==> src/rtl/button_debounce_multi.sv <==
// N-channel push-button debouncer with press/release edge pulses and long-press detection.
// A shared prescaler tick paces every channel's stability and hold counters.
module button_debounce_multi #(
    parameter int N_CH         = 4,
    parameter int TICK_DIV     = 100000,
    parameter int STABLE_TICKS = 10,
    parameter int HOLD_TICKS   = 500,
    parameter int ACTIVE_LOW   = 0
) (
    input  logic            clk,
    input  logic            rst_n,
    input  logic [N_CH-1:0] button_in,
    output logic [N_CH-1:0] btn_level,
    output logic [N_CH-1:0] btn_press,
    output logic [N_CH-1:0] btn_release,
    output logic [N_CH-1:0] btn_long,
    output logic            tick
);
    localparam int DW = (TICK_DIV > 1) ? $clog2(TICK_DIV) : 1;
    localparam int SW = (STABLE_TICKS > 1) ? $clog2(STABLE_TICKS) : 1;
    localparam logic [DW-1:0]   DIV_LAST  = DW'(TICK_DIV - 1);
    localparam logic [SW-1:0]   STAB_LAST = SW'(STABLE_TICKS - 1);
    localparam logic [N_CH-1:0] IDLE_PAD  = (ACTIVE_LOW != 0) ? {N_CH{1'b1}} : {N_CH{1'b0}};

    logic [DW-1:0]   div_cnt_r;
    logic [DW-1:0]   div_nxt_s;
    logic            tick_r;
    logic [N_CH-1:0] sync1_r;
    logic [N_CH-1:0] sync2_r;
    logic [N_CH-1:0] sample_s;
    logic [N_CH-1:0] level_r;
    logic [N_CH-1:0] press_r;
    logic [N_CH-1:0] release_r;
    logic [SW-1:0]   stab_cnt_r [N_CH];

    // Next prescaler count, wrapping after DIV_LAST.
    always_comb begin
        if (div_cnt_r == DIV_LAST) begin
            div_nxt_s = '0;
        end else begin
            div_nxt_s = div_cnt_r + DW'(1);
        end
    end

    // Prescaler; tick_r is registered from the next count so it is high exactly while div_cnt_r == DIV_LAST.
    always_ff @(posedge clk or negedge rst_n) begin
        if (!rst_n) begin
            div_cnt_r <= '0;
            tick_r    <= 1'b0;
        end else begin
            div_cnt_r <= div_nxt_s;
            tick_r    <= (div_nxt_s == DIV_LAST);
        end
    end

    // Two-flop synchronizer, reset to the idle pad level so release from reset never looks like a press.
    always_ff @(posedge clk or negedge rst_n) begin
        if (!rst_n) begin
            sync1_r <= IDLE_PAD;
            sync2_r <= IDLE_PAD;
        end else begin
            sync1_r <= button_in;
            sync2_r <= sync1_r;
        end
    end

    // Polarity-normalised sample, 1 = pressed.
    always_comb begin
        sample_s = sync2_r ^ IDLE_PAD;
    end

    // Stability counters: one agreeing tick restarts the count, STABLE_TICKS differing ticks commit.
    always_ff @(posedge clk or negedge rst_n) begin
        if (!rst_n) begin
            level_r   <= '0;
            press_r   <= '0;
            release_r <= '0;
            for (int i = 0; i < N_CH; i++) begin
                stab_cnt_r[i] <= '0;
            end
        end else begin
            press_r   <= '0;
            release_r <= '0;
            for (int i = 0; i < N_CH; i++) begin
                if (!tick_r) begin
                    stab_cnt_r[i] <= stab_cnt_r[i];
                end else if (sample_s[i] == level_r[i]) begin
                    stab_cnt_r[i] <= '0;
                end else if (stab_cnt_r[i] == STAB_LAST) begin
                    stab_cnt_r[i] <= '0;
                    level_r[i]    <= sample_s[i];
                    press_r[i]    <= sample_s[i];
                    release_r[i]  <= ~sample_s[i];
                end else begin
                    stab_cnt_r[i] <= stab_cnt_r[i] + SW'(1);
                end
            end
        end
    end

    generate
        if (HOLD_TICKS > 0) begin : g_hold
            localparam int HW = $clog2(HOLD_TICKS + 1);
            localparam logic [HW-1:0] HOLD_MAX = HW'(HOLD_TICKS);
            localparam logic [HW-1:0] HOLD_PRE = HW'(HOLD_TICKS - 1);

            logic [HW-1:0]   hold_cnt_r [N_CH];
            logic [N_CH-1:0] long_r;

            // Hold counters saturate at HOLD_MAX, so btn_long fires only once per press.
            always_ff @(posedge clk or negedge rst_n) begin
                if (!rst_n) begin
                    long_r <= '0;
                    for (int i = 0; i < N_CH; i++) begin
                        hold_cnt_r[i] <= '0;
                    end
                end else begin
                    long_r <= '0;
                    for (int i = 0; i < N_CH; i++) begin
                        if (!level_r[i]) begin
                            hold_cnt_r[i] <= '0;
                        end else if (tick_r && (hold_cnt_r[i] != HOLD_MAX)) begin
                            hold_cnt_r[i] <= hold_cnt_r[i] + HW'(1);
                            long_r[i]     <= (hold_cnt_r[i] == HOLD_PRE);
                        end else begin
                            hold_cnt_r[i] <= hold_cnt_r[i];
                        end
                    end
                end
            end

            assign btn_long = long_r;
        end else begin : g_no_hold
            assign btn_long = '0;
        end
    endgenerate

    assign btn_level   = level_r;
    assign btn_press   = press_r;
    assign btn_release = release_r;
    assign tick        = tick_r;

endmodule

==> config.mk <==
export PLATFORM = sky130hd
export DESIGN_NAME = button_debounce_multi
export DESIGN_NICKNAME = d
export VERILOG_FILES = /design/src/rtl/button_debounce_multi.sv
export SDC_FILE = /design/constraint.sdc
export NUM_CORES = 1
export LEC_CHECK = 0
export BUFFER_PORTS_ARGS = -buffer_cell sky130_fd_sc_hd__buf_4
export CORE_MARGIN = 4
export CORE_UTILIZATION = 61
export CTS_CLUSTER_SIZE = 14
export DETAILED_ROUTE_END_ITERATION = 8
export GPL_TIMING_DRIVEN = 0
export HOLD_SLACK_MARGIN = 0.15
export PLACE_DENSITY = 0.79
export SYNTH_ARGS = -nofsm -noshare
export SYNTH_HDL_FRONTEND = slang
export SYNTH_SLANG_ARGS = --single-unit
==> constraint.sdc <==
create_clock -name clk -period 2.5 [get_ports clk]
set_input_delay 0.375 -clock clk [delete_from_list [all_inputs] [get_ports clk]]
set_output_delay 0.375 -clock clk [all_outputs]
set_load 0.01 [all_outputs]
==> results by group, run 1 <==
Clock tree
  – CTS clock-pin slew for the worst setup and hold paths: 0.08 ns
  – Clock H-tree levels: 3
  – Clock root buffer: clkbuf_8
  – Cts bufs inserted: 9
  – Clock buffer depth: 2
  – Clk_lat worst skew: about 0.36 ns
  – CTS tree: done
  – Clk sink count: 94

Placed design
  – Cells after DPL: approximately 550
  – DPL Wire Length: 5560 um
  – Port Buf Inserts: 22
  – GPL Wtd Cong: around 0.81
  – Area after DPL: 4780 sq um

Routing
  – 1st-pass router iterations: 4
  – Vias after detailed routing: 3190
  – Final wirelength: just over 8000 um
  – Initial DRC Count: 161
  – DRC viols: 0
  – Vias per std cell: 5.65
  – WL/cell: about 14 um
  – Post-DRT Antenna Nets: 0

Timing
  – Tcrit/Tclk final: 86.4%
  – Slew headroom: between 20% and 30%
  – Skew final: roughly 0.012 ns
  – Slew Limit Fails: 0
  – Hold Fails Final Rpt: 0
  – Fin crit period: 2.16 ns
  – Final setup TNS: 0 ns
  – Peak Freq: 0.463 GHz
  – RSZ-0062 raised after global routing: false
  – Worst-Margin Slew: 1.13 ns
  – Final setup fails: 0

Die
  – Std-Cell Rows: 31
  – Die Area: 8810 sq um
  – Die Y: 93.8 um
  – IO Count: 23
  – Starting Density: roughly 62%
  – Die X: 93.8 um
  – Core Area: roughly 7000 sq um

Cells and area
  – Design Area, Final: 5010 sq um
  – Area Growth Syn to Fin: 11.5%
  – Layout cells sized above 1: 10.1%
  – Non-Filler Instances: approximately 570
  – Antenna cells: 0
  – Final net count: 486

Power
  – Peak VDD IR: 0.328 mV
  – Power Density: 508 nW/um^2
  – Total power draw: 2.54 mW
  – Leak: roughly 2.2 nW

Logic synthesis
  – Ys async rst share: 100%
  – Post-Syn Area: 4500 sq um
  – Post-synthesis sequential area ratio: between 50% and 60%
  – Syn Inst Count: 426
  – Yosys cell types: 46
  – YS warnings: 0
  – Synthesized Nets: 449
  – Post-synth top flop: dfrtp_1
  – Avg Cell Area, Syn: roughly 11 sq um
  – Yosys reg bits: 94
  – Post-synth EDFFs: 0

Worst setup path
  – Crit path capture type: flip-flop
  – Crit Path Max Fanout: 10
  – Worst Setup EP: stab_cnt_r[15]
  – Worst reg2reg path endpoint: stab_cnt_r[15]
  – CP Launch Point: tick
  – Worst R2R Path Depth: 4
  – Data arrival, critical path: 2.38 ns
  – WP data required: 2.72 ns
  – CP Launch Type: flip-flop
  – WS Path Type: flip-flop to flip-flop
  – Worst r2r src: tick
  – R2R setup slack: 0.34 ns

GRT
  – Initial antenna violation count: 0
  – Grt met3 use: under 10%
  – Vias in the first global route: 3121
  – Met1 GRT Util: between 20% and 30%
  – Largest net degree at the start of global routing: 95
  – Global-route wire length before repair: between 10000 and 15000 um
  – Total global-route track usage: 20.4%
  – Grt total ovfl: 0
  – Met2 Use GR: 35.2%
  – Busiest grt layer: met2

Run status
  – Status: completed

Worst hold path
  – Worst hold path class: primary input to asynchronous set/reset pin

Job
  – Max-capacitance violation count: 0
worst min-delay path by stage:
stage / from / endpoint / depth (start not counted)
after floorplan: rst_n / btn_level[0] / 0
after global placement: sync1_r[1] / sample_s[1] / 0
after detailed placement: sync1_r[3] / sample_s[3] / 0
after CTS: rst_n / g_hold.hold_cnt_r[35] / 1
after global routing: rst_n / g_hold.hold_cnt_r[32] / 1
final: rst_n / g_hold.hold_cnt_r[35] / 1
per-stage QoR:
stage          hold slack [ns]  utilization (%)  setup slack (ns)
2_1_floorplan           0.0794                -             0.620
4_1_cts                  0.287             69.5             0.333
3_3_place_gp             0.333             66.3             0.401
3_5_place_dp             0.335             66.3             0.356
5_1_grt                  0.328             69.5             0.181
6_report                 0.236             69.5             0.340
routing by layer:
metal / wire length, um / vias up / share of wire [%]
li1: - / 1556 / -
met1: 3600 / 1565 / 44
met2: 4100 / 60 / 51
met3: 304 / 9 / 3.7
met4: 104 / 0 / 1.3
met5: 0 / - / 0
cell usage after synthesis, types with 3 or more instances:
library cell	number	area share (%)
o211ai_1	5	0.84
inv_1	23	1.9
nand2_1	32	2.7
mux2i_1	8	1.8
nand2b_1	5	0.70
a21oi_1	3	0.33
nor2b_1	5	0.70
o22ai_1	4	0.56
dfrtp_1	94	52
clkbuf_1	7	0.58
nand4_1	12	1.7
a31oi_1	4	0.56
mux2_2	4	1.0
nand3_1	23	2.6
xor2_1	20	3.9
and4_1	3	0.58
o21ai_0	15	1.7
nor3_1	8	0.89
nor4_1	5	0.70
xnor2_1	24	4.7
nor2_1	31	2.6
and2_1	17	2.4
or3_1	9	1.3
a21boi_0	5	0.84
o221ai_1	4	0.78
and3_1	3	0.42
nand4b_1	8	1.6
nor3b_1	8	1.3
ha_1	17	4.7
placed cells by master, fill, tap and decap left out, types with 4 or more instances in the layout:
cell,synthesis,final
mux2i_1,8,8
dfrtp_1,94,94
nand3_1,23,23
nor2_1,31,31
xor2_1,20,20
a31oi_1,4,4
a21boi_0,5,5
nand2_1,32,32
and2_1,17,17
nand4_1,12,12
nor2b_1,5,5
clkbuf_1,7,7
o21ai_0,15,15
buf_4,0,22
xnor2_1,24,24
inv_1,23,23
nor3b_1,8,8
ha_1,17,17
or3_1,9,9
nand4b_1,8,8
o22ai_1,4,4
nor3_1,8,8
mux2_2,4,4
dlygate4sd3_1,0,4
clkbuf_8,0,10
o221ai_1,4,4
nor4_1,5,5
o211ai_1,5,5
nand2b_1,5,5
report_power, final:
group,switching [mW],internal [mW]
logic,0.0302,0.0109
registers,0.00455,1.53
clock network,0.495,0.477
total,0.530,2.01
final cells by class:
class	instances	area [sq um]
timing repair buffer	26	205
clock buffer	10	138
buffer	10	40.0
sequential	94	2350
clock inverter	4	48.8
multi-input combinational	298	2010
fill	583	2200
inverter	24	90.1
tap	99	124
registers in the layout, indices dropped and copies added (netlist names):
register           flops
sync1_r                4
btn_release            4
sample_s               4
div_cnt_r             17
btn_long               4
tick                   1
g_hold.hold_cnt_r     36
btn_level              4
stab_cnt_r            16
btn_press              4
cell families after synthesis:
family	count (synthesis)	share of synthesized area [%]
AND/OR/NAND/NOR	177	21.6
buffers and inverters	34	2.89
AO/OA/AOI/OAI	48	7.12
adder cells (fa/ha/maj)	17	4.73
XOR/XNOR	44	8.57
multiplexers	12	2.78
flip-flops	94	52.3
critical path, stage by stage (launching register included):
cell      delay, ns
dfrtp_1        0.43
clkbuf_1       0.51
clkbuf_1       0.50
buf_1          0.41
o221ai_1       0.16
what timing repair did:
action                                 CTS  global route
endpoints found under the hold margin    4             0
hold buffers                             4             0
buffers inserted                         0             0
gates resized for setup                  0             0
Power figures use the tool's default switching activity.
==> run 2: changes to the inputs <==
- BUFFER_PORTS_ARGS: -buffer_cell sky130_fd_sc_hd__buf_4 -> not set
- CORE_UTILIZATION: 61 -> 63
- DONT_BUFFER_PORTS: not set -> 1
==> run 2 against run 1 <==
Effect of this change:
- register-to-register slack lost 0.11 ns
- flip-flop and latch count is the same
- final cell count fell by 4.1%
- worst setup slack worse by 0.11 ns
- cell area down 2.7%
- the run now ends with negative hold slack left
- total power increased by 4.2%
- via count fell by 3.1%
- clock skew fell by 0.0015 ns
- critical endpoint is now stab_cnt_r[13]
- global-route usage shrank 0.53 points
==> results by group, run 2 (same netlist as run 1, synthesis figures left out) <==
Power
  – Clk pwr share: 41.9%
  – Total power draw: 2.65 mW
  – Sw Share: about a fifth
  – Logic pwr share: less than 1%
  – Leak: a little over 2 nW
  – Internal power: 2.10 mW
  – Power Density: 543 nW/um^2
  – Total net switching power: 546 uW
  – Peak VDD IR: around 0.48 mV
  – Flop pwr share: 57.8%

Worst setup path
  – Crit Path Max Fanout: 10
  – Worst r2r src: tick
  – Slowest CP cell: clkbuf_1
  – WP data required: 2.72 ns
  – Crit path buffers/inverters: 3
  – WS Path Type: flip-flop to flip-flop
  – CP Launch Point: tick
  – Crit-path cells: clkbuf_1 -> clkbuf_1 -> buf_1 -> o22ai_1
  – Data arrival, critical path: roughly 2.5 ns
  – CP Launch Type: flip-flop
  – Worst path max stage delay: 0.53 ns
  – Crit path max-delay family: buffers and inverters
  – Most frequent CP cell: clkbuf_1
  – Crit path capture type: flip-flop

Routing
  – Initial DRC Count: 114
  – WL/cell: 14.7 um
  – DRC viols: 0
  – Post-DRT Antenna Nets: 0
  – 1st-pass router iterations: 4
  – Vias per std cell: approximately 5.7
  – Vias after detailed routing: ~3000
  – Final wirelength: 7950 um

Die
  – Core Area: 6870 sq um
  – Std-Cell Rows: 30
  – Starting Density: 65.4%
  – Die Y: 92.5 um
  – IO Count: 23
  – Die X: 92.5 um
  – Die Area: 8550 sq um

Cells and area
  – Area Growth Syn to Fin: 8.49%
  – Antenna cells: 0
  – Max reg flops: 36
  – Layout cells sized above 1: 5.83%
  – Commonest non-fill, non-tap cell in the layout: dfrtp_1
  – Most frequent cells in the layout: dfrtp_1 (94), nand2_1 (32), nor2_1 (31)
  – Top Registers: g_hold.hold_cnt_r: 36 flops, div_cnt_r: 17 flops, stab_cnt_r: 16 flops
  – Reg with most FFs: g_hold.hold_cnt_r
  – Final net count: 464
  – Design Area, Final: about 4900 sq um

Timing
  – Worst-Margin Slew: 0.831 ns
  – Fin crit period: 2.27 ns
  – Final setup fails: 0
  – Hold Fails Final Rpt: 94
  – Peak Freq: 0.442 GHz
  – Slew Limit Fails: 0
  – RSZ-0062 raised after global routing: false
  – Worst setup margin: 0.235 ns
  – Slew headroom: 43.9%
  – Final setup TNS: 0 ns
  – Skew final: 0.0103 ns
  – Hold_ws: -0.301 ns
  – Tcrit/Tclk final: 90.6%

GRT
  – Vias in the first global route: 3036
  – Global-route wire length before repair: 13600 um
  – Initial antenna violation count: 0
  – Largest net degree at the start of global routing: 95
  – Grt total ovfl: 0
  – Total global-route track usage: roughly 20%

Job
  – Max-capacitance violation count: 0

Clock tree
  – Clock H-tree levels: 3
  – CTS Hold Bufs: 4
  – Clk_lat worst skew: 0.37 ns
  – Clk sink count: 94
  – Clock root buffer: clkbuf_8
  – CTS tree: done
  – Post-CTS Setup Repair Bufs: 0
  – Cts bufs inserted: 9
  – Clock buffer depth: 2
  – Cts repair resizes: 0
  – CTS clock-pin slew for the worst setup and hold paths: 0.10 ns

Placed design
  – Pre-CTS setup slack: 0.217 ns
  – Port Buf Inserts: 0
  – Area after DPL: 4620 sq um
  – GPL Wtd Cong: about 0.85
  – DPL Wire Length: 5290 um

Run status
  – Status: finished with violations
  – Failing checks: negative hold slack

Worst hold path
  – Worst hold path class: primary input to asynchronous set/reset pin
==> run 2: changes by cell type in the layout (fill, tap and decap cells not counted), sizes merged <==
| cell | previous run | this run |
|---|---|---|
| clkinvlp | 0 | 1 |
| inv | 23 | 25 |
| clkinv | 4 | 2 |
| bufinv | 1 | 2 |
| buf | 25 | 3 |
==> run 2: layer usage <==
metal	wire length (um)	vias to the layer above	global-route usage, %	share of wire [%]
met2	3970	45	33.5	50
met5	0	-	0	0
met3	296	11	5.85	3.7
met4	89	0	6.19	1.1
li1	-	1514	-	-
met1	3600	1522	24.7	45
==> run 2: per-stage QoR <==
| step | instances | utilization, % |
|---|---|---|
| 6_report | 542 | 71.0 |
| 5_1_grt | 542 | 71.0 |
| 4_1_cts | 542 | 71.0 |
| 3_5_place_dp | 522 | 67.2 |
| 3_3_place_gp | 522 | 67.2 |
| 2_1_floorplan | 426 | - |
==> run 2: area by class of cell <==
type / count / area, sq um
clock inverter: 6 / 93.8
fill: 525 / 1990
timing repair buffer: 4 / 40.0
clock buffer: 10 / 128
tap: 96 / 120
multi-input combinational: 298 / 2010
sequential: 94 / 2350
buffer: 10 / 40.0
inverter: 24 / 90.1
==> run 2: final timing paths <==
kind / endpoint / cells after the start / slack [ns]
max: stab_cnt_r[13] / 4 / 0.23
min: g_hold.hold_cnt_r[17] / 0 / -0.30
max reg2reg: stab_cnt_r[13] / 4 / 0.23
min reg2reg: sample_s[1] / 0 / 0.36
max in group asynchronous: div_cnt_r[8] / 0 / 2.62
min in group clk: sample_s[1] / 0 / 0.36
==> run 2: power groups by stage <==
stage / registers [mW] / logic [mW] / clock network, mW
final: 1.53 / 0.00813 / 1.11
after global routing: 1.53 / 0.00869 / 1.19
after CTS: 1.53 / 0.00794 / 1.13
after detailed placement: 1.56 / 0.00292 / 0
after global placement: 1.56 / 0.00302 / 0
after floorplan: 1.56 / 0.00277 / 0
==> run 2: worst reg2reg max path, delay by kind of cell (launching register included) <==
family                 cells  cell delay (ns)
buffers and inverters      3             1.43
AO/OA/AOI/OAI              1             0.17
flip-flops                 1             0.52
